--- src/rtl/cpu_mem_responder_if.sv ---
// rtl/cpu_mem_responder_if.sv - data-memory request/response bundle between CPU and responder
interface cpu_mem_responder_if;
  logic        mRD;
  logic        mWR;
  logic [31:0] addr;
  logic [31:0] wdata;
  logic        busy;
  logic        ack;
  logic [31:0] rdata;
  logic        err;

  modport master (output mRD, mWR, addr, wdata, input busy, ack, rdata, err);
  modport slave  (input mRD, mWR, addr, wdata, output busy, ack, rdata, err);
endinterface

--- src/rtl/cpu_mem_responder.sv ---
// rtl/cpu_mem_responder.sv - fixed-latency word memory responder; CPU_MEM_ALIGN_CHECK_EN enables misalignment errors
module cpu_mem_responder #(
  parameter int DEPTH_LOG2 = 6,
  parameter int LATENCY    = 2
) (
  input  logic                clk,
  input  logic                reset,
  cpu_mem_responder_if.slave  bus
);
  localparam int DEPTH = 1 << DEPTH_LOG2;

  typedef enum logic {IDLE, WAIT} state_t;

  state_t                  state, state_nxt;
  logic                    accept, complete, aligned;
  logic [3:0]              cnt;
  logic                    wr_q;
  logic [DEPTH_LOG2-1:0]   idx_q;
  logic [31:0]             wdata_q;
  logic [31:0]             rdata_q;
  logic                    ack_q;
  logic [31:0]             mem [DEPTH];

  always_ff @(posedge clk) begin
    if (!reset) state <= IDLE;
    else        state <= state_nxt;
  end

  always_comb begin
    state_nxt = state;
    accept    = 1'b0;
    complete  = 1'b0;
    case (state)
      IDLE: if (bus.mRD || bus.mWR) begin
        accept    = 1'b1;
        state_nxt = WAIT;
      end
      WAIT: if (cnt == 4'd0) begin
        complete  = 1'b1;
        state_nxt = IDLE;
      end
      default: state_nxt = IDLE;
    endcase
  end

  // Operands are captured only at accept so later bus activity cannot disturb the access.
  always_ff @(posedge clk) begin
    if (!reset) begin
      cnt     <= '0;
      wr_q    <= 1'b0;
      idx_q   <= '0;
      wdata_q <= '0;
      rdata_q <= '0;
      ack_q   <= 1'b0;
      for (int i = 0; i < DEPTH; i++) mem[i] <= '0;
    end else begin
      ack_q <= complete;
      if (accept) begin
        cnt     <= 4'(LATENCY - 1);
        wr_q    <= bus.mWR;
        idx_q   <= bus.addr[DEPTH_LOG2+1:2];
        wdata_q <= bus.wdata;
      end else if (state == WAIT && cnt != 4'd0) begin
        cnt <= cnt - 4'd1;
      end
      if (complete && aligned) begin
        if (wr_q) mem[idx_q] <= wdata_q;
        else      rdata_q    <= mem[idx_q];
      end
    end
  end

`ifdef CPU_MEM_ALIGN_CHECK_EN
  logic [1:0] low_q;
  logic       err_q;
  logic       unused_addr;

  always_ff @(posedge clk) begin
    if (!reset) begin
      low_q <= '0;
      err_q <= 1'b0;
    end else begin
      if (accept) low_q <= bus.addr[1:0];
      err_q <= complete && !aligned;
    end
  end

  assign aligned     = (low_q == 2'b00);
  assign bus.err     = err_q;
  assign unused_addr = ^bus.addr[31:DEPTH_LOG2+2];
`else
  logic unused_addr;

  assign aligned     = 1'b1;
  assign bus.err     = 1'b0;
  assign unused_addr = ^{bus.addr[31:DEPTH_LOG2+2], bus.addr[1:0]};
`endif

  assign bus.busy  = (state == WAIT);
  assign bus.ack   = ack_q;
  assign bus.rdata = rdata_q;
endmodule

--- src/flat_wrapper.sv ---
// flat-port wrapper written by rule: the top's interface ports become plain ports
module cpu_mem_responder_flat 
#(
  parameter int DEPTH_LOG2 = 6,
  parameter int LATENCY    = 2
)
  (clk, reset, bus_mRD, bus_mWR, bus_addr, bus_wdata, bus_busy, bus_ack, bus_rdata, bus_err);
  cpu_mem_responder_if bus_i ();
  input  logic clk;
  input  logic reset;
  input wire logic [$bits(bus_i.mRD)-1:0] bus_mRD;
  input wire logic [$bits(bus_i.mWR)-1:0] bus_mWR;
  input wire logic [$bits(bus_i.addr)-1:0] bus_addr;
  input wire logic [$bits(bus_i.wdata)-1:0] bus_wdata;
  output wire logic [$bits(bus_i.busy)-1:0] bus_busy;
  output wire logic [$bits(bus_i.ack)-1:0] bus_ack;
  output wire logic [$bits(bus_i.rdata)-1:0] bus_rdata;
  output wire logic [$bits(bus_i.err)-1:0] bus_err;
  assign bus_i.mRD = bus_mRD;
  assign bus_i.mWR = bus_mWR;
  assign bus_i.addr = bus_addr;
  assign bus_i.wdata = bus_wdata;
  assign bus_busy = bus_i.busy;
  assign bus_ack = bus_i.ack;
  assign bus_rdata = bus_i.rdata;
  assign bus_err = bus_i.err;
  cpu_mem_responder #(.DEPTH_LOG2(DEPTH_LOG2), .LATENCY(LATENCY)) u_core (.clk(clk), .reset(reset), .bus(bus_i));
endmodule
--- config.mk ---
export PLATFORM = sky130hd
export DESIGN_NAME = cpu_mem_responder_flat
export DESIGN_NICKNAME = d
export VERILOG_FILES = /design/src/rtl/cpu_mem_responder_if.sv /design/src/rtl/cpu_mem_responder.sv /design/src/flat_wrapper.sv
export SDC_FILE = /design/constraint.sdc
export NUM_CORES = 2
export LEC_CHECK = 0
export ABC_AREA = 1
export CORE_UTILIZATION = 35
export CTS_CLUSTER_DIAMETER = 120
export DETAILED_ROUTE_END_ITERATION = 6
export PLACE_DENSITY = 0.54
export SLEW_MARGIN = 30
export SYNTH_ARGS = -nofsm -noshare
export SYNTH_HDL_FRONTEND = slang
export SYNTH_SLANG_ARGS = --single-unit
--- constraint.sdc ---
create_clock -name clk -period 8.3 [get_ports clk]
set_input_delay 2.075 -clock clk [delete_from_list [all_inputs] [get_ports clk]]
set_output_delay 2.075 -clock clk [all_outputs]
set_load 0.03 [all_outputs]
==> impl_metrics.yaml <==
clocking:
  clock_tree.root_cell: "sky130_fd_sc_hd__clkbuf_16"
  clkSlewWorstSetupHoldPaths_ns: 0.06
  clock-sinks: 2125
  worst_skew_pair.late_latency_ns: 0.88
  cts-buffers-inserted: 222
  count_of_hold_fix_buffers_inserted_at_cts: 0
  cts_buffer_depth: 3
  tritoncts_clock_tree: "built"
  ctsHtreeMaxLevel: 4
  cts_resized: 0
  post-cts-setup-buffer-count: 0
drt:
  drt_iter0_drc: 7889
  wirelength_mm: 308
  vias: 70000
  drt-vias-per-instance: 4.95
  routed_wire_length_per_instance_um: 21.8
  drt_drc_violations_left: 0
  first_pass_iters: 6
  drtAntennaViolNets: 0
finish:
  area.growth.synth_to_final_pct: 10.9
  multiInputGateArea_mm2: 0.0269
  final_area_mm2: 0.109
  fillerInstances: 27400
  fin_nets: 10300
  final_cell_count_no_fill: 14100
  layout-drive-gt1-share_pct: 8.49
  register_area_mm2: 0.0630
power_and_ir_drop:
  pwr_density_cell_mw_per_mm2: 226
  p_total_uw: 24600
  static-leakage-power_uw: 0.0438
  worst_ir_drop_vdd_mv: 0.243
floorplan:
  initial_core_util_pct: 35.3
  die_area_mm2: 0.282
  io_pins: 103
  die_height_um: 531
  rows: 193
  floorplan.die.width_um: 531
  fp.coreArea_mm2: 0.278
global_routing:
  grt_antenna_before_repair: 16
  grt_pass1_wl_mm: 446
  global_route.usage.total_pct: 21.3
  vias_in_the_first_global_route: 65700
  grt_start_max_net_pins: 194
  globalRouteOverflowTotal: 0
min_path:
  hold_path_depth: 2
  min-delay-start: "u_core.cnt[1]$_SDFFE_PP0P_"
  min_path_type: "register to register"
timing:
  timing.setup.tns_ns: 0
  grt_setup_unrepaired: "no"
  report.final.setup_viol: 0
  timing.final.max_slew_violations: 0
  clock_skew_ns: 0.0391
  max_freq_mhz: 185
  finalWorstPathRequiredPeriod_ns: 5.40
  max-slew-margin-rel_pct: 26.6
  share_of_the_cycle_needed_by_the_critical_path_after_routing_pct: 65.0
  final-hold-violation-count: 0
  least_margin_pin_slew_ns: 1.09
yosys:
  muxShareOfSynthArea_pct: 0
  netlist_top_cells_area: "sky130_fd_sc_hd__edfxtp_1 63%, sky130_fd_sc_hd__nor2_1 9.8%, sky130_fd_sc_hd__nand2_1 7.8%"
  syn-instance-count: 10500
  ys_ff_latch: 2125
  synth_net_count: 10600
  post_synth_instance_area_mm2: 0.0981
  combinational_family_with_the_most_area_after_synthesis: "simple AND/OR/NAND/NOR gates"
  adder_cell_share_of_the_synthesized_area_pct: 0.0255
  synth_simple_gate_area_share_pct: 23.4
  synth_top_cell_area_share_pct: 62.7
  synth-compound-area-share_pct: 3.92
  synth.yosys.warnings: 0
  mean_area_per_synthesized_cell_um2: 9.30
  sequential_to_total_area_share_from_yosys_stat_pct: 64.3
  synth_xor_xnor_area_share_pct: 0.00893
  synth.distinct_cells: 28
  netlist.top_cell.by_area: "sky130_fd_sc_hd__edfxtp_1"
worst_setup_path:
  wp_data_required_ns: 8.86
  r2r-start: "u_core.idx_q[0]$_SDFFE_PN0P_"
  worstSetupStartpointType: "input pin"
  endpoint_kind: "register"
  cp_max_fo: 59
  timing.critical_path.from: "reset"
  worstRegToRegCells: 8
  cp.arrival_ns: 5.95
  critical_path_class: "input pin to register"
outcome:
  run_status: "completed"
job:
  cap_viol_max_count: 0
placement:
  gp_weighted_congestion: 0.838
  postPlaceCellArea_mm2: 0.102
  buffers_added_on_ports: 75
  placed_cells_incl_taps: 13700
  dp_hpwl_mm: 179
-- cell usage after synthesis (all sizes together) --
library cell and number:
buf 334, nand4 4, or2 320, o21ai 463, a21oi 73, o211ai 153
a211oi 1, a31oi 1, edfxtp 2048, nor2 2570, ha 2, inv 1265
nor4 4, conb 1, nor3 14, nand2 2045, clkbuf 486, dfxtp 77
xor2 1, nand3 680
-- cells by family after synthesis --
family / count (synthesis)
compound gates: 691
xor+xnor: 1
fa+ha+maj: 2
flops: 2125
simple gates: 5637
other cells: 1
buf+inv: 2085
-- critical path, stage by stage --
cell	delay, ns
sky130_fd_sc_hd__buf_4	0.63
sky130_fd_sc_hd__inv_1	0.19
sky130_fd_sc_hd__nor2_2	0.17
sky130_fd_sc_hd__nand2_2	0.32
sky130_fd_sc_hd__nor4_4	0.56
sky130_fd_sc_hd__buf_4	0.40
sky130_fd_sc_hd__nand2_1	0.08
sky130_fd_sc_hd__buf_4	0.28
sky130_fd_sc_hd__nand2_1	0.74
sky130_fd_sc_hd__buf_4	0.42
-- layout make-up --
type                       count  share of cell area [%]
tap                         3705                    4.26
clock inverter               129                   0.888
sequential                  2125                    58.0
timing repair buffer         292                    2.33
antenna                        5                  0.0115
multi-input combinational   6332                    24.8
clock buffer                 287                    5.38
inverter                    1265                    4.41
-- where the power goes --
group / internal, uW / switching (uW)
Sequential: 12100 / 136
Combinational: 605 / 2200
Clock: 5290 / 4230
Total: 18000 / 6570
-- final timing paths --
kind | end | slack, ns
max reg2reg | u_core.mem[61][23]$_SDFFCE_PN0P_ | 3.75
max | u_core.mem[9][30]$_SDFFCE_PN0P_ | 2.90
min | u_core.cnt[1]$_SDFFE_PP0P_ | 0.51
min reg2reg | u_core.cnt[1]$_SDFFE_PP0P_ | 0.51
-- sequential cells by signal, summed over array words and instances, names as in the netlist --
signal / flops
u_core.wr_q: 1
u_core.cnt: 4
u_core.bus.ack: 1
u_core.bus.rdata: 32
u_core.bus.busy: 1
u_core.idx_q: 6
u_core.wdata_q: 32
u_core.mem: 2048
-- through the flow --
step | worst slack, ns | hold WS [ns] | utilization, %
4_1_cts | 2.92 | 0.501 | 39.2
5_1_grt | 2.81 | 0.530 | 39.2
6_report | 2.90 | 0.506 | 39.2
3_5_place_dp | 1.97 | 0.493 | 36.7
3_3_place_gp | 2.09 | 0.479 | 36.7
2_1_floorplan | 4.04 | 0.466 | -
-- placed cells by master, fill, tap and decap left out, types with 3 or more instances in the layout --
cell type                         synthesis  final
sky130_fd_sc_hd__nor2_1                2568   2565
sky130_fd_sc_hd__edfxtp_1              2048   2048
sky130_fd_sc_hd__nand2_1               2044   2041
sky130_fd_sc_hd__inv_1                 1263   1231
sky130_fd_sc_hd__nand3_1                680    680
sky130_fd_sc_hd__o21ai_0                402    398
sky130_fd_sc_hd__or2_2                  320    320
sky130_fd_sc_hd__clkbuf_16                0    224
sky130_fd_sc_hd__buf_4                    5    204
sky130_fd_sc_hd__o211ai_1               153    153
sky130_fd_sc_hd__dfxtp_1                 77     76
sky130_fd_sc_hd__clkdlybuf4s50_1          0     74
sky130_fd_sc_hd__a21oi_1                 73     73
sky130_fd_sc_hd__clkinv_2                 0     67
sky130_fd_sc_hd__clkinv_1                 0     67
sky130_fd_sc_hd__o21ai_1                 61     64
sky130_fd_sc_hd__clkbuf_1               486     62
sky130_fd_sc_hd__buf_12                   0     12
sky130_fd_sc_hd__bufinv_16                0     11
sky130_fd_sc_hd__nor3_2                   2     10
sky130_fd_sc_hd__clkinv_8                 0      6
sky130_fd_sc_hd__diode_2                  0      5
sky130_fd_sc_hd__nor2_4                   0      4
sky130_fd_sc_hd__nand4_1                  4      4
sky130_fd_sc_hd__nor4_4                   4      4
sky130_fd_sc_hd__clkinvlp_4               0      4
sky130_fd_sc_hd__nand2_2                  1      3
sky130_fd_sc_hd__inv_6                    0      3
-- per-layer routing --
metal / global-route usage, % / vias to the layer above / routed length [um]
li1: - / 32900 / -
met1: 28.5 / 34100 / 128000
met2: 34.8 / 2586 / 145000
met3: 2.39 / 448 / 20800
met4: 9.85 / 4 / 14700
met5: 0 / - / 28
Note: power is estimated with default switching activity, not from simulation.
